### config.mk
export PLATFORM = sky130hd
export DESIGN_NAME = l1_miss_arbiter
export DESIGN_NICKNAME = d
export VERILOG_FILES = /design/src/rtl/l1_miss_arbiter.sv
export SDC_FILE = /design/constraint.sdc
export NUM_CORES = 1
export LEC_CHECK = 0
export BUFFER_PORTS_ARGS = -buffer_cell sky130_fd_sc_hd__buf_2
export CAP_MARGIN = 20
export CORE_AREA = 2 2 112 114
export DETAILED_ROUTE_END_ITERATION = 16
export DIE_AREA = 0 0 114 116
export GPL_ROUTABILITY_DRIVEN = 0
export PLACE_DENSITY = 0.49
export SLEW_MARGIN = 20
export SYNTH_ARGS = -nofsm -noshare
export SYNTH_HDL_FRONTEND = slang
export SYNTH_SLANG_ARGS = --single-unit
### constraint.sdc
create_clock -name clock_i -period 2.5 [get_ports clock_i]
set_input_delay 0.125 -clock clock_i [delete_from_list [all_inputs] [get_ports clock_i]]
set_output_delay 0.125 -clock clock_i [all_outputs]
set_load 0.01 [all_outputs]
### src/rtl/l1_miss_arbiter.sv
// Transaction-locked arbiter sharing the L1->L2 txrx buffer port between L1I and L1D.
// Optional macro ARB_ROUND_ROBIN_EN selects round-robin tie-breaking (default: L1I fixed priority).
module l1_miss_arbiter #(
    parameter int BLOCK_WORDS = 16,
    parameter int CNT_W       = $clog2(BLOCK_WORDS) + 1
) (
    input  logic        clock_i,
    input  logic        reset_i,

    input  logic        l1i_req_i,
    input  logic        l1i_reqBlock_i,
    input  logic        l1i_rw_i,
    input  logic        l1i_write_i,
    input  logic        l1i_read_i,
    input  logic [23:0] l1i_add_i,
    input  logic [31:0] l1i_data_i,
    output logic        l1i_uc_en_o,
    output logic        l1i_uc_write_ready_o,
    output logic        l1i_uc_read_ready_o,
    output logic [31:0] l1i_uc_data_o,

    input  logic        l1d_req_i,
    input  logic        l1d_reqBlock_i,
    input  logic        l1d_rw_i,
    input  logic        l1d_write_i,
    input  logic        l1d_read_i,
    input  logic [23:0] l1d_add_i,
    input  logic [31:0] l1d_data_i,
    output logic        l1d_uc_en_o,
    output logic        l1d_uc_write_ready_o,
    output logic        l1d_uc_read_ready_o,
    output logic [31:0] l1d_uc_data_o,

    output logic        buf_req_o,
    output logic        buf_reqBlock_o,
    output logic        buf_rw_o,
    output logic        buf_write_en_o,
    output logic        buf_read_ack_o,
    output logic [23:0] buf_add_o,
    output logic [31:0] buf_data_o,
    input  logic        buf_ready_write_i,
    input  logic        buf_ready_read_i,
    input  logic [31:0] buf_data_i,

    output logic [1:0]  grant_o,
    output logic        abort_o
);

    typedef enum logic [1:0] {
        S_IDLE,
        S_BUSY,
        S_DRAIN
    } state_t;

    state_t           r_state, w_nextState;
    logic [1:0]       r_grant, w_nextGrant;
    logic [CNT_W-1:0] r_count;
    logic [CNT_W-1:0] r_target;
    logic             r_abort;

    logic             w_selD;
    logic             w_busy;
    logic             w_gReq, w_gRw, w_gWrite, w_gRead;
    logic             w_beat, w_done, w_abort;
    logic             w_pickD, w_winBlock, w_start;
    logic [CNT_W-1:0] w_countInc;

    assign w_selD   = r_grant[1];
    assign w_busy   = (r_state == S_BUSY);
    assign w_gReq   = w_selD ? l1d_req_i   : l1i_req_i;
    assign w_gRw    = w_selD ? l1d_rw_i    : l1i_rw_i;
    assign w_gWrite = w_selD ? l1d_write_i : l1i_write_i;
    assign w_gRead  = w_selD ? l1d_read_i  : l1i_read_i;

    assign w_beat     = w_busy & (w_gRw ? (w_gWrite & buf_ready_write_i)
                                        : (w_gRead  & buf_ready_read_i));
    assign w_countInc = r_count + 1'b1;
    assign w_done     = w_beat & (w_countInc == r_target);
    // A final beat coinciding with a dropped request is a normal completion.
    assign w_abort    = w_busy & ~w_done & ~w_gReq;

`ifdef ARB_ROUND_ROBIN_EN
    logic r_lastD;
    assign w_pickD = l1d_req_i & (~l1i_req_i | ~r_lastD);
`else
    assign w_pickD = l1d_req_i & ~l1i_req_i;
`endif

    assign w_winBlock = w_pickD ? l1d_reqBlock_i : l1i_reqBlock_i;
    assign w_start    = (r_state == S_IDLE) & (l1i_req_i | l1d_req_i);

    always_comb begin
        w_nextState = r_state;
        w_nextGrant = r_grant;
        case (r_state)
            S_IDLE: begin
                if (w_start) begin
                    w_nextState = S_BUSY;
                    w_nextGrant = w_pickD ? 2'b10 : 2'b01;
                end
            end
            S_BUSY: begin
                if (w_done || w_abort) begin
                    w_nextState = S_DRAIN;
                end
            end
            S_DRAIN: begin
                w_nextState = S_IDLE;
                w_nextGrant = 2'b00;
            end
            default: begin
                w_nextState = S_IDLE;
                w_nextGrant = 2'b00;
            end
        endcase
    end

    always_ff @(posedge clock_i) begin
        if (!reset_i) begin
            r_state <= S_IDLE;
            r_grant <= 2'b00;
        end else begin
            r_state <= w_nextState;
            r_grant <= w_nextGrant;
        end
    end

    always_ff @(posedge clock_i) begin
        if (!reset_i) begin
            r_count  <= '0;
            r_target <= '0;
            r_abort  <= 1'b0;
        end else begin
            r_abort <= w_abort;
            if (w_start) begin
                r_count  <= '0;
                r_target <= w_winBlock ? CNT_W'(BLOCK_WORDS) : CNT_W'(1);
            end else if (w_done || w_abort) begin
                r_count <= '0;
            end else if (w_beat) begin
                r_count <= w_countInc;
            end
        end
    end

`ifdef ARB_ROUND_ROBIN_EN
    // Reset to "L1D served last" so the first tie goes to L1I.
    always_ff @(posedge clock_i) begin
        if (!reset_i) begin
            r_lastD <= 1'b1;
        end else if (w_start) begin
            r_lastD <= w_pickD;
        end
    end
`endif

    always_comb begin
        buf_req_o            = 1'b0;
        buf_reqBlock_o       = 1'b0;
        buf_rw_o             = 1'b0;
        buf_write_en_o       = 1'b0;
        buf_read_ack_o       = 1'b0;
        buf_add_o            = '0;
        buf_data_o           = '0;
        l1i_uc_en_o          = 1'b1;
        l1i_uc_write_ready_o = 1'b0;
        l1i_uc_read_ready_o  = 1'b0;
        l1i_uc_data_o        = '0;
        l1d_uc_en_o          = 1'b1;
        l1d_uc_write_ready_o = 1'b0;
        l1d_uc_read_ready_o  = 1'b0;
        l1d_uc_data_o        = '0;
        if (w_busy) begin
            if (w_selD) begin
                buf_req_o            = l1d_req_i;
                buf_reqBlock_o       = l1d_reqBlock_i;
                buf_rw_o             = l1d_rw_i;
                buf_write_en_o       = l1d_write_i;
                buf_read_ack_o       = l1d_read_i;
                buf_add_o            = l1d_add_i;
                buf_data_o           = l1d_data_i;
                l1i_uc_en_o          = 1'b0;
                l1d_uc_write_ready_o = buf_ready_write_i;
                l1d_uc_read_ready_o  = buf_ready_read_i;
                l1d_uc_data_o        = buf_data_i;
            end else begin
                buf_req_o            = l1i_req_i;
                buf_reqBlock_o       = l1i_reqBlock_i;
                buf_rw_o             = l1i_rw_i;
                buf_write_en_o       = l1i_write_i;
                buf_read_ack_o       = l1i_read_i;
                buf_add_o            = l1i_add_i;
                buf_data_o           = l1i_data_i;
                l1d_uc_en_o          = 1'b0;
                l1i_uc_write_ready_o = buf_ready_write_i;
                l1i_uc_read_ready_o  = buf_ready_read_i;
                l1i_uc_data_o        = buf_data_i;
            end
        end
    end

    assign grant_o = r_grant;
    assign abort_o = r_abort;

endmodule

=== After elaboration in Yosys (flattened, before gate mapping) ===
Index checks and enable logic that the tools add are counted.

* Add/sub/neg operators: 1
* Bitwise gates (word level): 14
* Mux-type cells: 39
* Eq/ne operators: 4
* Reductions and logical operators: 5

{| class="wikitable"
|+ Operators with widths
! kind !! number
|-
| 2-to-1 mux 32 bit || 6
|-
| 2-to-1 mux 24 bit || 2
|-
| 2-to-1 mux 1 bit || 24
|-
| AND 1 bit || 8
|-
| 2-to-1 mux 2 bit || 4
|-
| one-hot mux 2 bit (2 select lines) || 2
|-
| adder 5 x 1 -> 5 bit, second input constant || 1
|-
| == test 5 bit || 1
|-
| 2-to-1 mux 5 bit || 1
|-
| inverter 1 bit || 5
|-
| AND reduction 2 bit || 2
|-
| OR reduction 3 bit || 1
|-
| == test 2 x 1 -> 1 bit, second input constant || 1
|-
| logical NOT 2 bit || 1
|-
| inequality test 2 x 1 -> 1 bit, second input constant || 1
|-
| inequality test 2 bit, second input constant || 1
|-
| logical OR 1 bit || 1
|-
| OR 1 bit || 1
|}

* Logic and storage cells: 68
* Flip-flop bits (word level): 15
* Input bits: 158
* Output and inout port bits: 134

=== Depth between registers and ports, before layout ===
Gate-level depths: netlist (run 1).

* Depth in word-level cells: 11
* Depth in mapped cells: 6
* Depth with buffers taken out: 6

=== Worst setup path before layout (run 1) ===
OpenSTA, ideal clock, no wires.

* Path kind: register to register
* Start: reg r_count[0]
* End: reg r_count[4]
* Required time: 2430 ps
* Period minus slack after synthesis: 1657 ps
* Setup slack: 843 ps
* Data arrival time: 1587 ps
* Stages on the path, launching flop included: 7
* Path buffers: 0
* Setup time: 70 ps
* Cells stage by stage: dfxtp_1 ha_1 nand3_1 xnor2_1 and3_1 or4_1 a21oi_1

* Word-level cells in the longest chain between the ends: 8

{| class="wikitable"
|+ RTL lines
! element !! RTL line !! text
|-
| start, declared || 57 || <nowiki>logic [CNT_W-1:0] r_count;</nowiki>
|-
| start signal, assigned || 141 || <nowiki>r_count <= w_countInc;</nowiki>
|-
| adder 5 x 1 -> 5 bit * || 77 || <nowiki>assign w_countInc = r_count + 1'b1;</nowiki>
|-
| == test 5 bit || 78 || <nowiki>assign w_done = w_beat & (w_countInc == r_target);</nowiki>
|-
| AND 1 bit || 78 ||
|-
| inverter 1 bit || 80 || <nowiki>assign w_abort = w_busy & ~w_done & ~w_gReq;</nowiki>
|-
| AND 1 bit (2 in series) || 80 ||
|-
| logical OR 1 bit || 138 || <nowiki>end else if (w_done || w_abort) begin</nowiki>
|-
| OR reduction 3 bit (no line) || n/a ||
|}

Mark *: on every way between the ends. The rest lies on a longest branch, timed or not.
A chain may end at the register's enable or synchronous reset.

=== Worst setup path after layout (run 1) ===
* Start: reg r_grant[1], in the netlist grant_o[1]
* End: out buf_data_o[4]

* Word-level cells in the longest chain between the ends: 2

{| class="wikitable"
|+ RTL lines
! element !! RTL line !! text
|-
| start, declared || 56 || <nowiki>logic [1:0] r_grant, w_nextGrant;</nowiki>
|-
| start signal, assigned || 124 || <nowiki>r_grant <= w_nextGrant;</nowiki>
|-
| 2-to-1 mux 32 bit || 174 || <nowiki>if (w_selD) begin</nowiki>
|-
| 2-to-1 mux 32 bit || 173 || <nowiki>if (w_busy) begin</nowiki>
|-
| end, declared || 40 || <nowiki>output logic [31:0] buf_data_o,</nowiki>
|}

Every way passes these cells.

==> reports/metrics.cfg, run 1 <==
[floorplanning]
start_util=0.171
io_pins=292
die_x_um=114
die_height_um=116
core_area_mm2=0.0119
dieArea_mm2=0.0132
row_count=40

[clock_network]
clock_latency_ns=0.24
cts_buffer_depth=2
clk_pin_slew_ns=0.04
cts_resized=0
post_cts_buffers=0
hold_buffers=0
cts_tree=yes
cts-root-buf=clkbuf_16
cts.sinks=12
htreeDepth=1
numCtsBuffers=3

[setup_path]
cp_max_fo=33
critical_path.top_delay_family=buffers and inverters
crit_type=reg2out
crit_chain=buf_4, mux2i_1, nor2_1, buf_2
cpPeakStageDelay_ns=0.50
worst_ep_arrival_time_ns=1.77
critPathSlowestCell=buf_4
critPathRequiredTime_ns=2.38
crit_buf_inv=2
r2r_slack_ns=0.71
startpoint_type=register
cp-end-kind=output port

[cells_and_area]
ff_latch_area_um2=244
fillers=1323
layout-drive-gt1-share=0.547
area.growth.synth_to_final_pct=80.9
nets=723
multi_input_area_mm2=0.00167
n_antenna_cell=0
final_core_util=0.309
fin_cells=710

[yosys]
synth-edff-count=0
ys.warnings.count=0
synth_area_mm2=0.00204
ys.flop_type=dfxtp_1
synth_most_common_cell=and3_1
seq_area_frac_synth=0.118
yosysTopAreaCellShare=0.300
ys_top_cells_by_area=mux2i_1, and3_1, nor2_1
synthTopCellsByCount=and3_1, nor2_1, mux2i_1
synthesis.nets=452
ys_types=32
async_flop_share=0
synth-seq-cells=12
synthCells=293
avgSynthCellArea_um2=6.95
synth_area_leader_cell=mux2i_1

[sta]
tightest_slew_ns=0.583
fin_ws_ns=0.606
max_slew_margin=0.608
clock_skew_ns=0.00130
fin_setup_tns_ns=0
hold_violations=0
fmax_mhz=528
final_max_slew_viol_count=0
rsz0062_at_grt=no
min_period_over_period=0.758
setup_violations=0
fin_crit_ns=1.89

[routing]
dr_total_vias=3045
drtIter0Drc=127
drtAntennaViolNets=0
post_drt_wl_per_cell_um=14.3
dr.pass1.iters=5
wl_um=10100
vias_per_cell=4.29
drcViolationCount=0

[place]
place_inst=706
dpl.hpwl_um=8520
io_buffers=291
dp_slack_ns=0.716

[global_routing]
grt_pass1_vias=2803
overflow=0
gr-usage-all-layers=0.138
antenna_found_initial=0
grt_pass1_wl_um=14700
grt_max_degree=72

[job]
maxCapViolations=0

[power]
ir_drop_mv=0.165
powerDensity_mw_per_mm2=371
p_leak_nw=2.30

[min_path]
min_path_type=in2reg

[status]
status=complete, no violations

==> worst register-to-register path, cell delays in order, from the launching register on <==
cell and delay (ns):
dfxtp_1 0.39, ha_1 0.23, nand3_1 0.14, xnor2_1 0.15, and3_1 0.18, or4_1 0.47
a21oi_1 0.15
==> layer usage <==
metal / global-route usage / vias to the layer above / part of all wire
met1: 0.174 / 1324 / 0.41
li1: - / 1564 / -
met5: 0 / - / 0
met2: 0.251 / 149 / 0.51
met3: 0.0173 / 8 / 0.072
met4: 0.0285 / 0 / 0.010
==> logic make-up (layout without fill, tap and decap cells) <==
logic type | after synthesis | in the layout | synth area share
DFF | 12 | 12 | 0.118
xor gates and xnor gates | 7 | 7 | 0.0301
and+or+nand+nor | 164 | 164 | 0.415
buffers and inverters | 31 | 301 | 0.0651
AOI/OAI and AO/OA | 15 | 15 | 0.0541
adders and majority gates | 1 | 1 | 0.00614
muxes | 63 | 63 | 0.312
==> through the flow <==
step           power, mW  instance area (um^2)  hold WS, ns
6_report            1.37                  3680        0.180
3_5_place_dp        1.05                  3600        0.423
2_1_floorplan      0.696                  2040        0.240
3_3_place_gp        1.05                  3600        0.423
4_1_cts             1.38                  3680        0.174
5_1_grt             1.47                  3680        0.202
==> flip-flops by register name, indices dropped and copies added (netlist names) <==
name / cells
r_target: 2
abort_o: 1
r_state: 2
grant_o: 2
r_count: 5
==> final cells by class <==
type                       count  area share
multi-input combinational    250       0.454
timing repair buffer         295       0.403
sequential                    12      0.0662
tap                          147      0.0499
clock buffer                   4      0.0241
inverter                       2     0.00204
==> cell usage in the layout, fill, tap and decap left out, types with 2 or more instances in the layout <==
cell type and count:
a211oi_1 2, a21oi_1 7, and3_1 70, buf_2 291, buf_4 4, clkbuf_16 3
dfxtp_1 11, mux2i_1 61, nand2_1 7, nand2b_1 2, nand3_1 5, nand3b_1 2
nor2_1 65, nor2b_1 4, nor3_1 3, o21ai_1 2, xnor2_1 3, xor2_1 4
==> power by group <==
part | total (mW) | switching [mW] | internal, mW
Combinational | 0.816 | 0.446 | 0.369
Clock | 0.326 | 0.0850 | 0.242
Sequential | 0.225 | 0.0204 | 0.205
==> final timing paths <==
check | startpoint | to | cells past startpoint
setup / recovery | grant_o[1]$_SDFFE_PN0P_ | buf_data_o[4] | 4
hold / removal | reset_i | r_state[0]$_SDFFE_PN0P_ | 3
setup reg to reg | r_count[0]$_SDFFE_PP0P_ | r_count[4]$_SDFFE_PP0P_ | 6
hold reg to reg | r_count[1]$_SDFFE_PP0P_ | r_count[1]$_SDFFE_PP0P_ | 2
Power figures use the tool's default switching activity.
==> run 2: changes to the inputs <==
--- a/config.mk
+++ b/config.mk
@@ -5,13 +5,14 @@
 export SDC_FILE = /design/constraint.sdc
 export NUM_CORES = 1
 export LEC_CHECK = 0
+export ABC_AREA = 1
 export BUFFER_PORTS_ARGS = -buffer_cell sky130_fd_sc_hd__buf_2
 export CAP_MARGIN = 20
 export CORE_AREA = 2 2 112 114
 export DETAILED_ROUTE_END_ITERATION = 16
 export DIE_AREA = 0 0 114 116
 export GPL_ROUTABILITY_DRIVEN = 0
-export PLACE_DENSITY = 0.49
+export PLACE_DENSITY = 0.5
 export SLEW_MARGIN = 20
 export SYNTH_ARGS = -nofsm -noshare
 export SYNTH_HDL_FRONTEND = slang
==> constraint.sdc (replaced) <==
create_clock -name clock_i -period 1.6 [get_ports clock_i]
set_input_delay 0.08 -clock clock_i [delete_from_list [all_inputs] [get_ports clock_i]]
set_output_delay 0.08 -clock clock_i [all_outputs]
set_load 0.01 [all_outputs]
==> run 2 against run 1 <==
Against the previous run:
- clock-buffer cell count did not move
- core utilization grew 0.79 points
- hold slack got worse by 0.050 ns
- via count up 13%
- global-route usage is 0.44 points higher
- synthesized area fell by 3.2%
- final area grew 2.5%
- largest cell class is now buffers
==> reports/metrics.cfg, run 2 <==
[setup_path]
r2r_cells=9  ; +3
cp-end-kind=output port
startpoint_type=register
crit_type=reg2out
r2r_end=abort_o$_SDFF_PN0_
r2r_slack_ns=0.16  ; -0.55 ns
r2r-start=r_count[1]$_SDFFE_PP0P_
worst_ep_arrival_time_ns=1.48  ; -0.29 ns
cp_max_fo=35  ; +6.1%
critPathRequiredTime_ns=1.52  ; -0.86 ns

[clock_network]
htreeDepth=1  ; unchanged
cts_buffer_depth=2  ; unchanged
cts.sinks=12  ; unchanged
numCtsBuffers=3  ; unchanged
cts_tree=yes
clk_pin_slew_ns=0.04  ; about the same
cts-root-buf=clkbuf_16
clock_latency_ns=0.24  ; about the same

[place]
dpl.hpwl_um=8820  ; +3.6%
io_buffers=291  ; unchanged
dp_slack_ns=0.161  ; -0.556 ns
place_area_mm2=0.00362  ; +0.80%

[yosys]
ys_top_cells_by_area=nand2_1, a21oi_1, nor2_1
async_flop_share=0  ; unchanged
yosysTopAreaCellShare=0.278  ; -0.0218
synthTopCellsByCount=nand2_1, nor2_1, a21oi_1
synth-xor-area-share=0.00444  ; -0.0257
synth-adder-area-share=0.00635  ; +0.000203
synth_compound_area_frac=0.192  ; +0.138
synthesis.nets=577  ; +28%
ys.warnings.count=0  ; unchanged
synthCells=418  ; +43%
synth_area_mm2=0.00197  ; -3.2%
synth_area_leader_cell=nand2_1
synth-seq-cells=12  ; unchanged
seq_area_frac_synth=0.122  ; +0.00389
synth-edff-count=0  ; unchanged
avgSynthCellArea_um2=4.72  ; -32%
ys_types=23  ; -28%
ys.flop_type=dfxtp_1
synth_most_common_cell=nand2_1
synth-simple-area-share=0.508  ; +0.0936
synthMuxAreaShare=0  ; -0.312
synth_top_family_by_area=simple AND/OR/NAND/NOR gates

[power]
powerDensity_mw_per_mm2=519  ; +40%
total_power_mw=1.96  ; +43%
p_leak_nw=2.48  ; +8.2%
ir_drop_mv=0.333  ; +100%

[min_path]
hold_end=grant_o[0]$_SDFFE_PN0P_
hold_depth=3  ; unchanged
min_path_type=in2reg
hold_path.startpoint=l1i_req_i

[floorplanning]
die_height_um=116  ; unchanged
row_count=40  ; unchanged
core_area_mm2=0.0119  ; unchanged
dieArea_mm2=0.0132  ; unchanged
die_x_um=114  ; unchanged
io_pins=292  ; unchanged
start_util=0.166  ; -0.00546

[cells_and_area]
largest_reg_flops=5  ; unchanged
final_cell_mix=buf_2, nand2_1, nor2_1
area.growth.synth_to_final_pct=91.6
fillers=1388  ; +4.9%
n_antenna_cell=0  ; unchanged
layout-drive-gt1-share=0.465  ; -0.0821
final_common_cell=buf_2
regMostFlops=r_count
nets=859  ; +19%
design_area_mm2=0.00378  ; +2.5%

[global_routing]
grt_pass1_wl_um=15300  ; +4.3%
overflow=0  ; unchanged
gr-usage-all-layers=0.142  ; +0.00442
antenna_found_initial=0  ; unchanged
grt_pass1_vias=3058  ; +9.1%
grt_max_degree=53  ; -26%

[sta]
tightest_slew_ns=0.298  ; -0.285 ns
fin_crit_ns=1.56
final_max_slew_viol_count=0  ; unchanged
hold_violations=0  ; unchanged
fmax_mhz=640
min_period_over_period=0.977
fin_setup_tns_ns=0  ; unchanged
setup_violations=0  ; unchanged
clock_skew_ns=0.00145  ; +0.000149 ns
max_slew_margin=0.799  ; +0.191
fin_ws_ns=0.0376  ; -0.568 ns
rsz0062_at_grt=yes

[routing]
drtIter0Drc=274  ; +120%
vias_per_cell=4.08  ; -4.8%
top_layer_used=met4
wl_um=10900  ; +7.2%
dr_total_vias=3455  ; +13%
wl_met2_um=5500  ; +7.2%
met3RoutedLength_um=688  ; -5.8%
drtAntennaViolNets=0  ; unchanged
post_drt_wl_per_cell_um=12.8  ; -10%
dr.pass1.iters=4  ; -1
drcViolationCount=0  ; unchanged
wl_met1_um=4470  ; +7.3%

[status]
status=complete, no violations

[job]
maxCapViolations=0  ; unchanged

## run 2: cell types whose count changed in the layout (fill, tap and decap cells not counted), sizes merged, moves of 4 or more
cell   previous run  this run
a21oi             8        66
and3             70         1
buf             295       302
inv               2        56
mux2i            62         0
nand2             8       151
nand4             0         4
nor2             65        85
nor2b             5         0
## run 2: timing repair
item / 4_1_cts / 5_1_grt
hold buffers: 0 / 0
resized for setup: 0 / 11
endpoints found under the hold margin: 0 / 0
setup buffers: 0 / 2
endpoints found under the setup margin: 0 / 51
## run 2: logic make-up after synthesis
group | count (synthesis)
xor gates and xnor gates | 1
adders and majority gates | 1
and+or+nand+nor | 249
buffers and inverters | 82
AOI/OAI and AO/OA | 73
DFF | 12
## run 2: where the power goes
part | total [mW] | switching (mW) | internal [mW]
clock network | 0.510 | 0.132 | 0.377
logic | 1.12 | 0.643 | 0.476
registers | 0.331 | 0.0126 | 0.318
## run 2: cell type report
type	count	area (um^2)	area share
clock buffers	4	88.8	0.0235
inverters	56	218	0.0576
multi-input cells	324	1410	0.374
flip-flops and latches	12	241	0.0639
well taps	147	184	0.0487
repair buffers	303	1630	0.432
## run 2: metal layers
| layer | vias to the layer above | track usage |
|---|---|---|
| met5 | - | 0 |
| met4 | 0 | 0.0439 |
| met3 | 22 | 0.0157 |
| met2 | 142 | 0.259 |
| met1 | 1457 | 0.176 |
| li1 | 1834 | - |
## run 2: worst max-delay path, stage by stage, from the launching register on
cell and delay, ns:
dfxtp_1 0.33, inv_2 0.05, nor2_4 0.21, nand2_1 0.14, buf_12 0.19, nor2_1 0.15, buf_2 0.16
## run 2: metrics by stage
stage | utilization | cells | hold WS, ns
floorplan | - | 418 | 0.203
global placement | 0.304 | 839 | 0.381
detailed placement | 0.304 | 839 | 0.382
CTS | 0.312 | 843 | 0.129
global route | 0.317 | 846 | 0.156
finish | 0.317 | 846 | 0.130
## run 2: how the worst max path moves through the flow
| stage | startpoint | to | slack, ns | cells after the start |
|---|---|---|---|---|
| detailed placement | r_count[1]$_SDFFE_PP0P_ | abort_o$_SDFF_PN0_ | 0.16 | 9 |
| floorplan | r_count[0]$_SDFFE_PP0P_ | abort_o$_SDFF_PN0_ | 0.20 | 9 |
| finish | r_state[0]$_SDFFE_PN0P_ | l1i_uc_data_o[30] | 0.04 | 6 |
| CTS | r_state[0]$_SDFFE_PN0P_ | buf_data_o[18] | 0.004 | 6 |
| global placement | r_count[1]$_SDFFE_PP0P_ | abort_o$_SDFF_PN0_ | 0.16 | 9 |
| global route | r_state[0]$_SDFFE_PN0P_ | l1i_uc_data_o[30] | -0.03 | 6 |
==> run 3: changes to the inputs <==
--- a/config.mk
+++ b/config.mk
@@ -12,7 +12,8 @@
 export DETAILED_ROUTE_END_ITERATION = 16
 export DIE_AREA = 0 0 114 116
 export GPL_ROUTABILITY_DRIVEN = 0
-export PLACE_DENSITY = 0.5
+export PLACE_DENSITY_LB_ADDON = 0.3
+export RECOVER_POWER = 50
 export SLEW_MARGIN = 20
 export SYNTH_ARGS = -nofsm -noshare
 export SYNTH_HDL_FRONTEND = slang
==> run 3 against run 2 <==
Against the previous run:
- sequential power about the same
- core utilization decreased by 0.46 points
- sequential share of layout area increased by 0.16 points
- die area unchanged
- global-route usage decreased by 1.1 points
- non-clock buffer count decreased by 3
- combinational power decreased by 4%
- critical path type unchanged
- flip-flop and latch count unchanged
- fmax increased by 0.58%
- final area decreased by 1.5%
- via count decreased by 2.0%
- register-to-register slack improved by 0.03 ns
==> reports/metrics.cfg, run 3 (synthesis results as in run 2) <==
[status]
status=complete, no violations

[floorplanning]
row_count=40  ; unchanged
die_x_um=114  ; unchanged
die_height_um=116  ; unchanged
start_util=0.166  ; unchanged
core_area_mm2=0.0119  ; unchanged
io_pins=292  ; unchanged
dieArea_mm2=0.0132  ; unchanged

[cells_and_area]
nets=856  ; -0.35%
layout-drive-gt1-share=0.456  ; -0.00883
final_cell_mix=buf_2, nand2_1, nor2_1
regMostFlops=r_count
final_common_cell=buf_2
final_core_util=0.313  ; -0.00462
n_antenna_cell=0  ; unchanged
largest_reg_flops=5  ; unchanged
area.growth.synth_to_final_pct=88.8

[power]
ir_drop_mv=0.551  ; +65%
p_leak_nw=2.44  ; -1.7%
powerDensity_mw_per_mm2=503  ; -3.0%

[sta]
fin_crit_ns=1.55  ; -0.00896 ns
hold_violations=0  ; unchanged
min_period_over_period=0.971  ; -0.00560
max_slew_margin=0.811  ; +0.0119
rsz0062_at_grt=yes
fin_setup_tns_ns=0  ; unchanged
tightest_slew_ns=0.280  ; -0.0177 ns
final_max_slew_viol_count=0  ; unchanged
whs_ns=0.124  ; -0.00674 ns
setup_violations=0  ; unchanged
clock_skew_ns=0.00731  ; +0.00586 ns
fmax_mhz=644  ; +0.58%

[clock_network]
cts.sinks=12  ; unchanged
cts_buffer_depth=2  ; unchanged
cts-root-buf=clkbuf_16
clk_pin_slew_ns=0.05  ; about the same
clock_latency_ns=0.24  ; about the same
cts_tree=yes
htreeDepth=1  ; unchanged
numCtsBuffers=3  ; unchanged

[setup_path]
cp-end-kind=output port
critPathRequiredTime_ns=1.52  ; about the same
worst_ep_arrival_time_ns=1.47  ; about the same
cp_max_fo=54  ; +54%
crit_type=reg2out
crit_path_start=r_state[0]$_SDFFE_PN0P_
startpoint_type=register
r2r-start=r_count[1]$_SDFFE_PP0P_

[routing]
drcViolationCount=0  ; unchanged
post_drt_wl_per_cell_um=12.3  ; -4.1%
drtAntennaViolNets=0  ; unchanged
dr_total_vias=3387  ; -2.0%
wl_um=10400  ; -4.6%
vias_per_cell=4.02  ; -1.5%
dr.pass1.iters=6  ; +2
drtIter0Drc=193  ; -30%

[job]
maxCapViolations=0  ; unchanged

[global_routing]
grt_pass1_wl_um=14100  ; -7.8%
antenna_found_initial=0  ; unchanged
overflow=0  ; unchanged
grt_pass1_vias=2851  ; -6.8%
gr-usage-all-layers=0.131  ; -0.0111
grt_max_degree=57  ; +7.5%

[place]
io_buffers=291  ; unchanged
dpl.hpwl_um=8210  ; -6.9%

[min_path]
hold_path.startpoint=reset_i
min_path_type=in2reg

run 3: power breakdown:
part           leakage, nW  internal, mW  switching, mW
Sequential          0.0987         0.318         0.0156
Combinational         2.31         0.462          0.623
Clock               0.0370         0.326          0.130
run 3: path summary, 6_finish.rpt:
kind	to	slack (ns)	depth (start not counted)
worst max-delay path	buf_data_o[11]	0.05	6
worst min-delay path	r_state[1]$_SDFFE_PN0P_	0.12	3
worst max register to register	abort_o$_SDFF_PN0_	0.19	8
worst min register to register	grant_o[0]$_SDFFE_PN0P_	0.47	2
run 3: per-stage QoR:
step | instances | power (mW) | cell area (um^2) | setup WS, ns
after floorplan | 418 | 0.888 | 1970 | 0.202
after global placement | 837 | 1.42 | 3610 | 0.147
after detailed placement | 837 | 1.41 | 3610 | 0.174
after CTS | 840 | 1.87 | 3680 | 0.0290
after global routing | 842 | 2.01 | 3720 | -0.00901
final | 842 | 1.87 | 3720 | 0.0465
run 3: timing repair:
action | 4_1_cts | 5_1_grt
hold buffers | 0 | 0
endpoints found under the setup margin | 0 | 23
setup buffers | 0 | 1
endpoints found under the hold margin | 0 | 0
gates resized for setup | 0 | 4
run 3: worst max-delay path, cell delays in order (launching register included):
cell	delay [ns]
dfxtp_1	0.34
inv_2	0.05
nor2_4	0.18
inv_4	0.09
buf_12	0.19
a21oi_1	0.19
buf_2	0.16
run 3: per-layer routing:
| metal | track usage | up-vias | part of all wire |
|---|---|---|---|
| met2 | 0.239 | 123 | 0.51 |
| met3 | 0.0225 | 16 | 0.066 |
| met1 | 0.157 | 1426 | 0.41 |
| li1 | - | 1822 | - |
| met5 | 0 | - | 0 |
| met4 | 0.0398 | 0 | 0.016 |
run 3: area by class of cell:
cell class | count | area [um^2]
Fill cell | 1361 | 8190
Timing Repair Buffer | 300 | 1600
Multi-Input combinational cell | 324 | 1410
Sequential cell | 12 | 244
Inverter | 56 | 213
Tap cell | 147 | 184
Clock buffer | 3 | 75.1
